File: src/rtl/lamp_mon_pkg.sv
// Shared types and helpers for the lamp bus monitor: state encodings,
// level-width derivation and the thermometer-code decoding function.
package lamp_mon_pkg;

  // Monitor state; the encoding is also the externally visible direction code.
  typedef enum logic [1:0] {
    ST_IDLE  = 2'b00,
    ST_UP    = 2'b01,
    ST_DOWN  = 2'b10,
    ST_FAULT = 2'b11
  } mon_state_e;

  // Widest lamp bus the decoding function handles; callers zero-extend into it.
  localparam int THERMO_MAX = 64;
  // Level width able to hold 0..THERMO_MAX.
  localparam int THERMO_LW  = 8;

  // Result of decoding one lamp sample.
  typedef struct packed {
    logic                 valid;  // sample is a thermometer code
    logic [THERMO_LW-1:0] level;  // number of lit lamps
  } thermo_t;

  // Width needed to hold a lamp count of 0..n.
  function automatic int lvl_width(input int n);
    return $clog2(n + 1);
  endfunction

  // A legal pattern is a contiguous run of ones starting at bit 0.
  // Any lit lamp above an unlit one breaks the code.
  function automatic thermo_t thermo_level(input logic [THERMO_MAX-1:0] lamps);
    thermo_t r;
    logic    gap;
    r.valid = 1'b1;
    r.level = '0;
    gap     = 1'b0;
    for (int i = 0; i < THERMO_MAX; i++) begin
      if (lamps[i]) begin
        if (gap) begin
          r.valid = 1'b0;
        end
        r.level = r.level + THERMO_LW'(1);
      end else begin
        gap = 1'b1;
      end
    end
    return r;
  endfunction

endpackage

File: src/rtl/lamp_thermo_decode.sv
// Combinational decode of the lamp bus into a legality flag and a lit-lamp count.
module lamp_thermo_decode
  import lamp_mon_pkg::*;
#(
  parameter int MAX_LAMP = 16,
  parameter int LVL_W    = lvl_width(MAX_LAMP)
) (
  input  logic [MAX_LAMP-1:0] lamps,
  output logic                is_thermo,
  output logic [LVL_W-1:0]    level
);

  logic [THERMO_MAX-1:0] lamps_ext;
  thermo_t               dec;
  // Upper bits of the generic decoder level are always zero for this bus width.
  logic [THERMO_LW-1:0]  dec_level_unused;

  // Zero-extend the lamp bus to the decoder's fixed width.
  generate
    for (genvar gi = 0; gi < THERMO_MAX; gi++) begin : g_ext
      if (gi < MAX_LAMP) begin : g_bit
        assign lamps_ext[gi] = lamps[gi];
      end else begin : g_pad
        assign lamps_ext[gi] = 1'b0;
      end
    end
  endgenerate

  assign dec              = thermo_level(lamps_ext);
  assign is_thermo        = dec.valid;
  assign level            = dec.level[LVL_W-1:0];
  assign dec_level_unused = dec.level;

endmodule

File: src/rtl/lamp_seq_monitor.sv
// Passive observer for the bound-flash lamp bus. Tracks the lit-lamp level,
// sweep direction, reversals and completed sweeps, and flags illegal samples.
// MAX_LAMP must not exceed lamp_mon_pkg::THERMO_MAX.
module lamp_seq_monitor
  import lamp_mon_pkg::*;
#(
  parameter  int MAX_LAMP = 16,
  parameter  int CNT_W    = 8,
  localparam int LVL_W    = lvl_width(MAX_LAMP)
) (
  input  logic                clk,
  input  logic                rst_n,
  input  logic [MAX_LAMP-1:0] lamps,
  input  logic                sample_en,
  input  logic                clr,
  output logic [LVL_W-1:0]    level,
  output logic [1:0]          dir,
  output logic [LVL_W-1:0]    peak,
  output logic [CNT_W-1:0]    turn_cnt,
  output logic [CNT_W-1:0]    sweep_cnt,
  output logic                err_pattern,
  output logic                err_step,
  output logic                err_sticky
);

  localparam logic [LVL_W:0]   LVL_ONE = (LVL_W + 1)'(1);
  localparam logic [CNT_W-1:0] CNT_ONE = CNT_W'(1);
  localparam logic [CNT_W-1:0] CNT_MAX = '1;

  mon_state_e       state_q, state_d;
  logic [LVL_W-1:0] level_q, level_d;
  logic [LVL_W-1:0] peak_q, peak_d;
  logic [CNT_W-1:0] turn_q, turn_d;
  logic [CNT_W-1:0] sweep_q, sweep_d;
  logic             err_pat_q, err_pat_d;
  logic             err_step_q, err_step_d;
  logic             sticky_q, sticky_d;

  // Decoded view of the current lamp sample.
  logic             is_thermo;
  logic [LVL_W-1:0] new_level;

  lamp_thermo_decode #(
    .MAX_LAMP (MAX_LAMP),
    .LVL_W    (LVL_W)
  ) u_decode (
    .lamps     (lamps),
    .is_thermo (is_thermo),
    .level     (new_level)
  );

  // Step classification; one extra bit so level+1 cannot overflow.
  logic [LVL_W:0] cur_ext;
  logic [LVL_W:0] new_ext;
  logic           step_up;
  logic           step_dn;
  logic           step_same;
  logic           step_legal;
  logic           lamps_zero;

  assign cur_ext    = {1'b0, level_q};
  assign new_ext    = {1'b0, new_level};
  assign step_up    = (new_ext == cur_ext + LVL_ONE);
  assign step_dn    = (new_ext + LVL_ONE == cur_ext);
  assign step_same  = (new_ext == cur_ext);
  assign step_legal = step_up | step_dn | step_same;
  assign lamps_zero = (lamps == '0);

  // Saturating increments shared by the transition logic.
  logic [CNT_W-1:0] turn_inc;
  logic [CNT_W-1:0] sweep_inc;

  assign turn_inc  = (turn_q == CNT_MAX) ? turn_q : turn_q + CNT_ONE;
  assign sweep_inc = (sweep_q == CNT_MAX) ? sweep_q : sweep_q + CNT_ONE;

  // Next-state, level, counter and error evaluation for one sample.
  always_comb begin
    state_d    = state_q;
    level_d    = level_q;
    peak_d     = peak_q;
    turn_d     = turn_q;
    sweep_d    = sweep_q;
    err_pat_d  = 1'b0;
    err_step_d = 1'b0;
    sticky_d   = sticky_q;

    if (sample_en) begin
      if (state_q == ST_FAULT) begin
        // Only an all-dark bus resyncs; nothing else is judged while faulted.
        if (lamps_zero) begin
          state_d = ST_IDLE;
          level_d = '0;
        end
      end else if (!is_thermo) begin
        err_pat_d = 1'b1;
        state_d   = ST_FAULT;
      end else if (!step_legal) begin
        err_step_d = 1'b1;
        state_d    = ST_FAULT;
      end else begin
        level_d = new_level;
        if (new_level > peak_q) begin
          peak_d = new_level;
        end
        unique case (state_q)
          ST_IDLE: begin
            if (step_up) begin
              state_d = ST_UP;
            end
          end
          ST_UP: begin
            if (step_dn) begin
              state_d = ST_DOWN;
              turn_d  = turn_inc;
            end
          end
          ST_DOWN: begin
            if (step_dn) begin
              // Reaching the bottom while descending closes a sweep.
              if (new_level == '0) begin
                state_d = ST_IDLE;
                sweep_d = sweep_inc;
              end
            end else if (step_up) begin
              state_d = ST_UP;
              turn_d  = turn_inc;
            end
          end
          default: begin
            state_d = state_q;
          end
        endcase
      end
    end

    if (err_pat_d || err_step_d) begin
      sticky_d = 1'b1;
    end

    // Clear applies after the sample; an error raised this cycle survives it.
    if (clr) begin
      turn_d   = '0;
      sweep_d  = '0;
      peak_d   = '0;
      sticky_d = err_pat_d | err_step_d;
    end
  end

  // State, level, peak, counter and error registers.
  always_ff @(posedge clk or negedge rst_n) begin
    if (!rst_n) begin
      state_q    <= ST_IDLE;
      level_q    <= '0;
      peak_q     <= '0;
      turn_q     <= '0;
      sweep_q    <= '0;
      err_pat_q  <= 1'b0;
      err_step_q <= 1'b0;
      sticky_q   <= 1'b0;
    end else begin
      state_q    <= state_d;
      level_q    <= level_d;
      peak_q     <= peak_d;
      turn_q     <= turn_d;
      sweep_q    <= sweep_d;
      err_pat_q  <= err_pat_d;
      err_step_q <= err_step_d;
      sticky_q   <= sticky_d;
    end
  end

  assign level       = level_q;
  assign dir         = state_q;
  assign peak        = peak_q;
  assign turn_cnt    = turn_q;
  assign sweep_cnt   = sweep_q;
  assign err_pattern = err_pat_q;
  assign err_step    = err_step_q;
  assign err_sticky  = sticky_q;

endmodule

File: config.mk
export PLATFORM = sky130hd
export DESIGN_NAME = lamp_seq_monitor
export DESIGN_NICKNAME = d
export VERILOG_FILES = /design/src/rtl/lamp_mon_pkg.sv /design/src/rtl/lamp_thermo_decode.sv /design/src/rtl/lamp_seq_monitor.sv
export SDC_FILE = /design/constraint.sdc
export NUM_CORES = 1
export LEC_CHECK = 0
export BUFFER_PORTS_ARGS = -buffer_cell sky130_fd_sc_hd__buf_2
export CAP_MARGIN = 10
export CORE_MARGIN = 2
export CORE_UTILIZATION = 30
export DETAILED_ROUTE_END_ITERATION = 6
export SYNTH_ARGS = -nofsm -noshare
export SYNTH_HDL_FRONTEND = slang
export SYNTH_SLANG_ARGS = --single-unit
File: constraint.sdc
create_clock -name clk -period 2.7 [get_ports clk]
set_clock_uncertainty 0.05 [all_clocks]
set_input_delay 0.54 -clock clk [delete_from_list [all_inputs] [get_ports clk]]
set_output_delay 0.54 -clock clk [all_outputs]
set_load 0.02 [all_outputs]
==> flow_summary.json <==
{
  "outcome": "finished with violations",
  "violations": "negative setup slack",
  "relSlewSlack_pct": 54.3,
  "dp_hpwl_um": 10200,
  "grt_use_total_pct": 20.2,
  "crit_start": "lamps[1]",
  "worst-setup-path-type": "input port to flip-flop",
  "regToRegEndpoint": "turn_cnt[7]",
  "reg2regPathDepth": 10,
  "synth_seq_cells": 31,
  "root_buffer": "clkbuf_16",
  "reg2reg_from": "level[0]",
  "grt_pass1_vias": 5079,
  "tritoncts.num_buffers": 5,
  "cts_tree": "done",
  "drc": 0,
  "cts.clk_slew.worst_paths_ns": 0.05,
  "antenna_found_initial": 0,
  "worst_setup_path_end_kind": "flip-flop",
  "synthMuxAreaShare_pct": 3.45,
  "synthToLayoutAreaGrowth_pct": 69.1,
  "ff2ff_setup_slack_ns": -0.07,
  "critPathArrivalTime_ns": 10.94,
  "cap_viol_max_count": 0,
  "die_h_um": 123,
  "cts_hold_buffers": 0,
  "dieArea_um2": 15100,
  "grt_start_max_net_pins": 32,
  "cts.sinks": 31,
  "netlist_area_um2": 4250,
  "vias": 5018,
  "setup_violations": 30,
  "slowest_delay_ns": 0.50,
  "drt_iter0_drc": 218,
  "max_freq_mhz": 92.7,
  "avgSynthCellArea_um2": 8.40,
  "gp_congestion": 0.886,
  "diodes": 0,
  "crit_fanout": 5,
  "rows": 43,
  "core_area_um2": 13900,
  "crit_required_ns": 2.85,
  "worstMarginPinSlew_ns": 0.686,
  "min_period_ns": 10.78,
  "syn_inst": 506,
  "critPathBufInv": 37,
  "synth.yosys.seq_area_share_pct": 18.3,
  "dpl.cell_count": 859,
  "synth-simple-area-share_pct": 23.0,
  "worst-path-stages": 66,
  "rsz0062_at_grt": "true",
  "ys_warn_count": 0,
  "numPortBuffers": 50,
  "synth-async-reset-ratio_pct": 100,
  "cts-htree-levels": 2,
  "path_delay_family": "buffers and inverters",
  "drtPass1Iterations": 4,
  "grt_pass1_wl_um": 24600,
  "instances_no_fill": 949,
  "wl_per_cell_um": 16.2,
  "hold_path.class": "input port to async pin",
  "synthXorXnorAreaFrac_pct": 19.7,
  "filler_cell_count": 1216,
  "clock_latency_ns": 0.28,
  "overflow": 0,
  "die_w_um": 123,
  "yosys.area.top_type": "dfrtp_1",
  "crit_path_end": "turn_cnt[7]",
  "layout-drive-gt1-share_pct": 51.8,
  "ant_nets": 0,
  "synthAdderAreaFrac_pct": 8.24,
  "synth-compound-area-share_pct": 22.1,
  "setup_ws_ns": -8.08,
  "syn_nets": 554,
  "synth_top_family_by_area": "simple AND/OR/NAND/NOR gates",
  "clock_path_buffers": 2,
  "start_util_pct": 30.6,
  "critPathMostFrequentCell": "buf_4",
  "nNetsFinal": 816,
  "critical-path-slowest-cell": "or4_4",
  "yosys.cell_types.count": 83,
  "hold_viol": 0,
  "drt_wl_total_um": 15400,
  "synth_area_leaders": "dfrtp_1 18%, ha_1 8.2%, xnor2_1 6.8%",
  "ys.flop_type": "dfrtp_1",
  "via_per_inst": 5.29,
  "start_kind": "input port",
  "slew_violations": 0,
  "synth-edff-count": 0,
  "fin_crit_sh_pct": 399,
  "yosysTopAreaCellShare_pct": 18.3,
  "pin_count": 51
}
-- worst min-delay path by stage --
stage / slack [ns] / cells past startpoint / start / to
after global placement: 0.42 / 1 / err_sticky / err_sticky
after detailed placement: 0.43 / 1 / err_sticky / err_sticky
after global routing: 0.31 / 1 / rst_n / level[4]
final: 0.25 / 1 / rst_n / level[4]
after floorplan: 0.19 / 0 / rst_n / dir[0]
after CTS: 0.28 / 1 / rst_n / level[4]
-- layer usage --
layer	share of wire (%)	up-vias	GRT usage, %
met5	0	-	0
met4	3.7	0	6.18
met3	4.5	51	2.81
met2	53	167	37.7
met1	39	2404	23.7
li1	-	2396	-
-- cell usage after synthesis, types with 3 or more instances --
cell type / count
a21o_1: 4
xor2_1: 16
o21a_1: 5
buf_1: 3
and2_1: 3
xnor2_2: 6
mux2i_1: 9
or3_1: 11
a22o_1: 6
o21ai_1: 4
nand3_1: 23
and3_1: 7
o21ai_0: 19
a21oi_1: 30
dfrtp_1: 31
inv_1: 27
or4_1: 5
xnor2_1: 33
ha_1: 28
buf_2: 3
mux2_2: 5
o31ai_1: 9
nor3_1: 14
clkbuf_1: 12
o211a_1: 3
xnor3_1: 5
xnor3_2: 5
a311oi_1: 3
nor4_1: 4
a31oi_1: 5
nand3b_1: 3
nor2b_1: 4
o22ai_1: 5
nor3b_1: 3
nand2_1: 38
nor2_1: 38
nand2b_1: 4
nand4_1: 7
-- sequential cells by signal (all words and copies together) (netlist names) --
register     count
err_pattern      1
peak             5
err_step         1
level            5
sweep_cnt        8
dir              2
err_sticky       1
turn_cnt         8
-- cell type report --
cell class,instances,area [um2],share of cell area (%)
multi-input cells,423,3820,53.2
flip-flops and latches,31,776,10.8
well taps,180,225,3.13
repair buffers,278,2070,28.8
inverters,29,124,1.72
clock buffers,5,125,1.74
clock inverters,3,43.8,0.610
-- through the flow --
stage	util (%)	area, um2	hold WS (ns)	setup WS [ns]	setup TNS, ns
after floorplan	-	4500	0.194	-7.83	-229.58
after global placement	43.0	5970	0.423	-7.88	-233.75
after detailed placement	43.0	5970	0.435	-8.27	-244.71
after CTS	50.3	6980	0.275	-7.68	-226.70
after global routing	51.8	7180	0.309	-8.38	-249.22
final	51.8	7180	0.252	-8.08	-238.69
-- timing repair --
| item | in CTS | in global routing |
|---|---|---|
| resized for setup | 61 | 28 |
| buffers inserted | 75 | 9 |
| pin swaps | 45 | 37 |
| setup endpoints to repair | 30 | 30 |
-- cells by family (layout without fill, tap and decap cells) --
logic type               Yosys count  count (layout)
buffers and inverters             52             315
adder cells (fa/ha/maj)           28              28
flip-flops                        31              31
XOR/XNOR                          69              69
AND/OR/NAND/NOR                  183             183
AO/OA/AOI/OAI                    129             129
multiplexers                      14              14
-- cell usage in the layout, fill, tap and decap left out, types with 4 or more instances in the layout --
master	netlist	layout
a21o_1	4	4
a21oi_1	30	23
a21oi_2	1	5
a22o_1	6	6
a31oi_1	5	4
and3_1	7	6
buf_2	3	48
buf_4	2	210
buf_6	2	17
clkbuf_16	0	5
dfrtp_1	31	31
ha_1	28	20
ha_4	0	8
inv_1	27	22
inv_2	2	5
mux2_4	0	4
mux2i_1	9	7
nand2_1	38	28
nand2_2	1	7
nand2_4	0	4
nand3_1	23	22
nand4_1	7	7
nor2_1	38	35
nor3_1	14	8
nor3_4	0	5
nor4_1	4	4
o21a_1	5	4
o21ai_0	19	8
o21ai_1	4	11
o22ai_1	5	4
o31ai_4	1	5
or3_1	11	10
or4_1	5	4
xnor2_1	33	31
xnor2_2	6	7
xnor3_2	5	7
xor2_1	16	15
Power is not shown: default switching activity piles up to over one toggle a cycle in this logic, so the estimate is an artifact.
